$ cat src/rtl/pkt_proc_enq_arb.sv
// Two-source packet arbiter feeding the packet-processor FIFO: round-robin grant per packet, registered enqueue path.
// Optional per-source packet counters are built when PKT_PROC_ENQ_ARB_STATS_EN is defined.
module pkt_proc_enq_arb (
    input  logic        pck_proc_int_mem_fsm_clk,
    input  logic        pck_proc_int_mem_fsm_sw_rst,
    input  logic [1:0]  src_valid,
    input  logic [1:0]  src_sop,
    input  logic [1:0]  src_eop,
    input  logic [63:0] src_data,
    input  logic [23:0] src_len,
    output logic [1:0]  src_ready,
    input  logic        pck_proc_full,
    input  logic        pck_proc_almost_full,
    output logic        enq_req,
    output logic        in_sop,
    output logic        in_eop,
    output logic        pck_len_valid,
    output logic [31:0] wr_data_i,
    output logic [11:0] pck_len_i,
    output logic        grant_id,
    output logic        busy,
    output logic        protocol_err
`ifdef PKT_PROC_ENQ_ARB_STATS_EN
    ,
    output logic [15:0] pkt_cnt0,
    output logic [15:0] pkt_cnt1
`endif
);

    typedef enum logic {IDLE, XFER} state_t;

    state_t      state_q, state_d;
    logic        rr_prio;     // source that wins the next tie
    logic        first_word;  // next accepted word is the packet's granted sop word
    logic [1:0]  eligible;
    logic [1:0]  stray;
    logic        grant;
    logic        grant_src;
    logic        sel_valid, sel_sop, sel_eop;
    logic [31:0] sel_data;
    logic [11:0] sel_len;
    logic        accept;

    wire clk = pck_proc_int_mem_fsm_clk;
    wire rst = pck_proc_int_mem_fsm_sw_rst;

    assign eligible  = src_valid & src_sop;
    assign stray     = src_valid & ~src_sop;
    assign sel_valid = grant_id ? src_valid[1]     : src_valid[0];
    assign sel_sop   = grant_id ? src_sop[1]       : src_sop[0];
    assign sel_eop   = grant_id ? src_eop[1]       : src_eop[0];
    assign sel_data  = grant_id ? src_data[63:32]  : src_data[31:0];
    assign sel_len   = grant_id ? src_len[23:12]   : src_len[11:0];
    assign accept    = (state_q == XFER) && sel_valid && !pck_proc_full;

    // The sop word is only observed in IDLE; it is consumed in XFER after the grant.
    assign grant     = (state_q == IDLE) && !pck_proc_almost_full && (|eligible);
    assign grant_src = (&eligible) ? rr_prio : eligible[1];

    // NOTE: sequential state uses non-blocking (<=) so every register samples pre-edge values.
    always_ff @(posedge clk) begin
        if (rst) state_q <= IDLE;
        else     state_q <= state_d;
    end

    // NOTE: defaults first in every always_comb so no path can infer a latch.
    always_comb begin
        state_d = state_q;
        case (state_q)
            IDLE: if (grant)             state_d = XFER;
            XFER: if (accept && sel_eop) state_d = IDLE;
            default:                     state_d = IDLE;
        endcase
    end

    always_comb begin
        src_ready = 2'b00;
        busy      = (state_q == XFER);
        if (!rst) begin
            case (state_q)
                IDLE:    src_ready = stray;
                XFER:    src_ready = grant_id ? {!pck_proc_full, 1'b0} : {1'b0, !pck_proc_full};
                default: src_ready = 2'b00;
            endcase
        end
    end

    always_ff @(posedge clk) begin
        if (rst) begin
            grant_id     <= 1'b0;
            rr_prio      <= 1'b0;
            first_word   <= 1'b0;
            protocol_err <= 1'b0;
        end else begin
            if (grant) begin
                grant_id   <= grant_src;
                rr_prio    <= ~grant_src;
                first_word <= 1'b1;
            end else if (accept) begin
                first_word <= 1'b0;
            end
            // Stray mid-packet words in IDLE and a second sop inside a packet are both violations.
            if (((state_q == IDLE) && (|stray)) || (accept && sel_sop && !first_word))
                protocol_err <= 1'b1;
        end
    end

    always_ff @(posedge clk) begin
        if (rst) begin
            enq_req       <= 1'b0;
            in_sop        <= 1'b0;
            in_eop        <= 1'b0;
            pck_len_valid <= 1'b0;
            wr_data_i     <= '0;
            pck_len_i     <= '0;
        end else begin
            enq_req       <= accept;
            in_sop        <= accept && sel_sop;
            in_eop        <= accept && sel_eop;
            pck_len_valid <= accept && sel_sop;
            if (accept) begin
                wr_data_i <= sel_data;
                pck_len_i <= sel_len;
            end
        end
    end

`ifdef PKT_PROC_ENQ_ARB_STATS_EN
    always_ff @(posedge clk) begin
        if (rst) begin
            pkt_cnt0 <= '0;
            pkt_cnt1 <= '0;
        end else if (accept && sel_eop) begin
            if (!grant_id && (pkt_cnt0 != 16'hFFFF)) pkt_cnt0 <= pkt_cnt0 + 16'd1;
            if (grant_id && (pkt_cnt1 != 16'hFFFF))  pkt_cnt1 <= pkt_cnt1 + 16'd1;
        end
    end
`else
    // Default build carries no per-source packet counters.
`endif

endmodule

$ cat config.mk
export PLATFORM = sky130hd
export DESIGN_NAME = pkt_proc_enq_arb
export DESIGN_NICKNAME = d
export VERILOG_FILES = /design/src/rtl/pkt_proc_enq_arb.sv
export SDC_FILE = /design/constraint.sdc
export NUM_CORES = 1
export LEC_CHECK = 0
export BUFFER_PORTS_ARGS = -buffer_cell sky130_fd_sc_hd__buf_2
export CAP_MARGIN = 15
export CELL_PAD_IN_SITES_DETAIL_PLACEMENT = 1
export CELL_PAD_IN_SITES_GLOBAL_PLACEMENT = 1
export CORE_MARGIN = 5
export CORE_UTILIZATION = 34
export DETAILED_ROUTE_END_ITERATION = 12
export HOLD_SLACK_MARGIN = 0.02
export PLACE_DENSITY_LB_ADDON = 0.1
export SYNTH_ARGS = -nofsm -noshare
export SYNTH_HDL_FRONTEND = slang
export SYNTH_SLANG_ARGS = --single-unit
$ cat constraint.sdc
create_clock -name pck_proc_int_mem_fsm_clk -period 4.2 [get_ports pck_proc_int_mem_fsm_clk]
set_input_delay 0.63 -clock pck_proc_int_mem_fsm_clk [delete_from_list [all_inputs] [get_ports pck_proc_int_mem_fsm_clk]]
set_output_delay 0.63 -clock pck_proc_int_mem_fsm_clk [all_outputs]
set_load 0.02 [all_outputs]
### Yosys cells after proc, flatten, opt, wreduce, memory -nomap -nowiden

Cells that the tools add are included.

* flip-flop bits (word level): 52
* latch bits: 0
* RAM bits: 0
* memory bits (read-only): 0
* input port bits: 98
* output and inout bits: 53
* word-level logic and storage cells: 45
* memories kept: 0

* add/sub/neg operators: 0
* multipliers: 0
* div/mod/pow operators: 0
* order comparisons: 0
* eq/ne operators: 0
* shift-type cells: 0
* muxes and demuxes: 14
* bitwise operators: 5
* reductions and logical operators: 16

Operator list (number)
* 32-bit two-way mux: 1
* 12-bit two-way mux: 1
* 1-bit logical AND: 8
* 1-bit two-way mux: 8
* 2-bit bitwise AND: 2
* 2-bit two-way mux: 2
* 2-bit case mux with 2 select lines: 1
* 2-bit OR reduction: 2
* 1-bit zero test: 3
* 1-bit inverter: 2
* 2-bit inverter: 1
* 1-bit case mux with 2 select lines: 1
* 2-bit AND reduction: 1
* 2-bit nonzero test: 1
* 1-bit logical OR: 1

### Longest topological paths before layout

* depth after elaboration: 6
* gate-level depth with buffers: 6

### Least setup slack after synthesis

No wires, ideal clock.

* path kind: input to output
* start point: input port pck_proc_int_mem_fsm_sw_rst
* end point: output port src_ready[0]
* data arrival time: 1380 ps
* required time: 3570 ps
* setup slack: 2190 ps
* stages on the path: 3
* path through: clkbuf_1 -> clkbuf_1 -> nor2_1

* word-level cells in the longest chain between the ends: 1

Ends and longest elaborated chain
* start, declared: RTL line 5 `input logic pck_proc_int_mem_fsm_sw_rst,`
* 2-bit two-way mux: RTL line 79 `if (!rst) begin`
* end, declared: RTL line 11 `output logic [1:0] src_ready,`

No other way between the ends.

### Final worst setup path

* start point: register grant_id
* end point: output port src_ready[1]

* word-level cells in the longest chain between the ends: 3

Ends and longest elaborated chain
* start, declared: RTL line 20 `output logic grant_id,`
* start signal, assigned: RTL line 96 `grant_id <= grant_src;`
* 2-bit two-way mux: RTL line 82 `XFER: src_ready = grant_id ? {!pck_proc_full, 1'b0} : {1'b0, !pck_proc_full};`
* 2-bit case mux with 2 select lines: RTL line 80 `case (state_q)`
* 2-bit two-way mux: RTL line 79

No other way between the ends.

==> reports/metrics.csv <==
stage,metric,value,unit
status,run status,finished clean,
cells_and_area,highest-count cells in the layout ignoring fill and taps,"150 x buf_2, 51 x dfxtp_1, 47 x a21oi_1",
global_route,vias in the first global route,2527,
timing,minimum clock period,2.43,ns
route,Final ANT Viol Nets,0,
synth,Mapped Cells,251,
synth,syn nets,349,
cells_and_area,Layout area overhead,33.2,%
timing,Slew headroom,47.0,%
cts,clk sinks,52,
route,Pre-Repair DR Iteration Count,4,
timing,Slew Limit Fails,0,
worst_setup_path,CP Launch Type,register,
cells_and_area,"commonest non-fill, non-tap cell in the layout",buf_2,
worst_setup_path,CP Class,reg -> out,
floorplan,initial core utilization,34.5,%
floorplan,core area,7650,sq um
timing,Final WS setup,1.77,ns
timing,Clock Skew,0.00729,ns
synth,synthesized area per cell,10.5,sq um
route,First DRT Iteration DRCs,32,
route,WL/cell,16.1,um
timing,Final Hold Violating Endpoints,0,
cts,"Gates resized, CTS repair",0,
cts,CTS tree,yes,
route,Residual DRC,0,
route,Total Routed Length,7800,um
cells_and_area,Non-Filler Instances,486,
placement,Placement Cell Area,3390,sq um
global_route,gr ovfl total,0,
synth,Yosys Warn Count,0,
timing,unrepaired setup endpoints after global routing,false,
route,vias per inst,5.00,
worst_setup_path,Crit. End Element,output port,
floorplan,Rows,32,
worst_setup_path,R2R Setup Slk,1.91,ns
worst_setup_path,"Max FO, Critical Path",50,
floorplan,total die area,9630,sq um
cts,clock-pin slew on the worst setup and hold paths,0.09,ns
floorplan,io pins,151,
global_route,largest net degree at the start of global routing,51,
cells_and_area,antenna cells,0,
cells_and_area,Finished Cell Area,3520,sq um
floorplan,die height,98.1,um
cells_and_area,nets,481,
power_and_ir_drop,leakage power,0.00145,uW
cts,Clock Path Buffers,2,
placement,placer congestion estimate,0.716,
power_and_ir_drop,power per cell area,316,nW/um^2
global_route,first-pass GRT wire length,12700,um
synth,Netlist cell types,30,
route,via count,2429,
worst_setup_path,WP data arrival,1.80,ns
cells_and_area,share of layout cells above drive strength 1,54.2,%
cells_and_area,FILL cells,915,
power_and_ir_drop,Power Total,1110,uW
cts,number of hold-repair buffers added at the cts stage,0,
cts,H-tree depth,2,
placement,hpwl dp,5650,um
synth,Mapped Area,2640,sq um
timing,# setup viols final,0,
timing,worst slew pin tran,0.795,ns
power_and_ir_drop,VDD IR-drop max,154,uV
cts,post-CTS setup buffers,0,
timing,crit share post-route,57.8,%
cts,Skew-Pair Late Insertion Delay,0.30,ns
placement,PortBufs,150,
cts,CTS Buf Count,5,
placement,Placement Setup Slack,1.43,ns
synth,"FF+latch count, synth",52,
global_route,total track usage,15.9,%
timing,Max Fclk,0.412,GHz
cts,Clock Root Buffer,clkbuf_8,
global_route,initial antenna violation count,0,
placement,Inst Count DP,478,
worst_setup_path,CP required,3.57,ns
min_path,Worst Hold Class,reg -> reg,
timing,setup TNS,0,ns
synth,sequential area share after synthesis,39.4,%
run,Max-Cap Viols,0,
floorplan,DIE WIDTH,98.1,um
-- routing by layer --
metal	share of wire, %	wire length, um	vias to the layer above	GRT usage, %
li1	-	-	1198	-
met1	44	3430	1144	20.5
met2	48	3750	83	26.3
met3	7.4	579	4	4.86
met4	0.65	51	0	3.47
met5	0	0	-	0
-- worst paths after layout --
| check | startpoint | endpoint | depth (start not counted) |
|---|---|---|---|
| worst max-delay path | grant_id | src_ready[1] | 5 |
| worst min-delay path | protocol_err | protocol_err | 2 |
| worst max register to register | grant_id | wr_data_i[1] | 4 |
| worst min register to register | protocol_err | protocol_err | 2 |
-- power breakdown --
group / switching (uW) / internal (uW)
Clock: 163 / 210
Combinational: 124 / 91.1
Sequential: 11.0 / 511
-- worst max-delay path, stage by stage, from the launching register on --
cell and delay (ns):
dfxtp_2 0.35, buf_4 0.62, nand3b_1 0.12, o21ai_0 0.10
and2_1 0.14, buf_2 0.16
-- state kept, by name, indices dropped and copies added, names as in the netlist --
register	cells
protocol_err	1
wr_data_i	32
pck_len_i	12
grant_id	1
in_eop	1
rr_prio	1
enq_req	1
pck_len_valid	1
busy	1
first_word	1
-- final cells by class --
cell class | instances | area [sq um] | area share [%]
multi-input cells | 167 | 1430 | 40.6
flip-flops and latches | 52 | 1040 | 29.6
repair buffers | 154 | 781 | 22.2
well taps | 102 | 128 | 3.63
clock buffers | 7 | 96.3 | 2.74
clock inverters | 1 | 30.0 | 0.853
inverters | 3 | 11.3 | 0.320
-- metrics by stage --
| stage | hold WS (ns) | util [%] |
|---|---|---|
| 2_1_floorplan | 0.432 | - |
| 3_3_place_gp | 0.459 | 44.4 |
| 3_5_place_dp | 0.471 | 44.4 |
| 4_1_cts | 0.487 | 46.0 |
| 5_1_grt | 0.507 | 46.0 |
| 6_report | 0.482 | 46.0 |
-- cells by family (layout without fill, tap and decap cells) --
group	after synthesis	count (layout)	synth area share (%)
buffers and inverters	32	165	6.77
and+or+nand+nor	19	19	4.07
muxes	47	47	18.0
DFF	52	52	39.4
AOI/OAI and AO/OA	101	101	31.7
-- synth_stat cells --
cell | instances | area [sq um]
nand4_1 | 1 | 6.26
a21o_1 | 2 | 15.0
buf_2 | 11 | 55.1
clkbuf_1 | 10 | 37.5
inv_1 | 3 | 11.3
nor4bb_1 | 1 | 10.0
dfxtp_1 | 52 | 1040
nand2_1 | 2 | 7.51
o221a_2 | 1 | 11.3
and3_1 | 1 | 6.26
buf_6 | 5 | 56.3
nor3_1 | 2 | 10.0
buf_4 | 2 | 15.0
and2_1 | 2 | 12.5
nor2_1 | 4 | 15.0
mux2i_1 | 45 | 450
nand2b_1 | 3 | 18.8
o31ai_1 | 1 | 7.51
nor2b_1 | 1 | 6.26
a31oi_1 | 2 | 12.5
a22oi_1 | 1 | 7.51
a211oi_1 | 5 | 37.5
buf_1 | 1 | 3.75
nand3b_1 | 1 | 7.51
a211oi_2 | 40 | 500
a21oi_1 | 47 | 235
mux2_4 | 1 | 15.0
nor3b_1 | 1 | 7.51
o21ai_0 | 2 | 10.0
mux2_2 | 1 | 11.3
(Power assumes the default switching activity.)
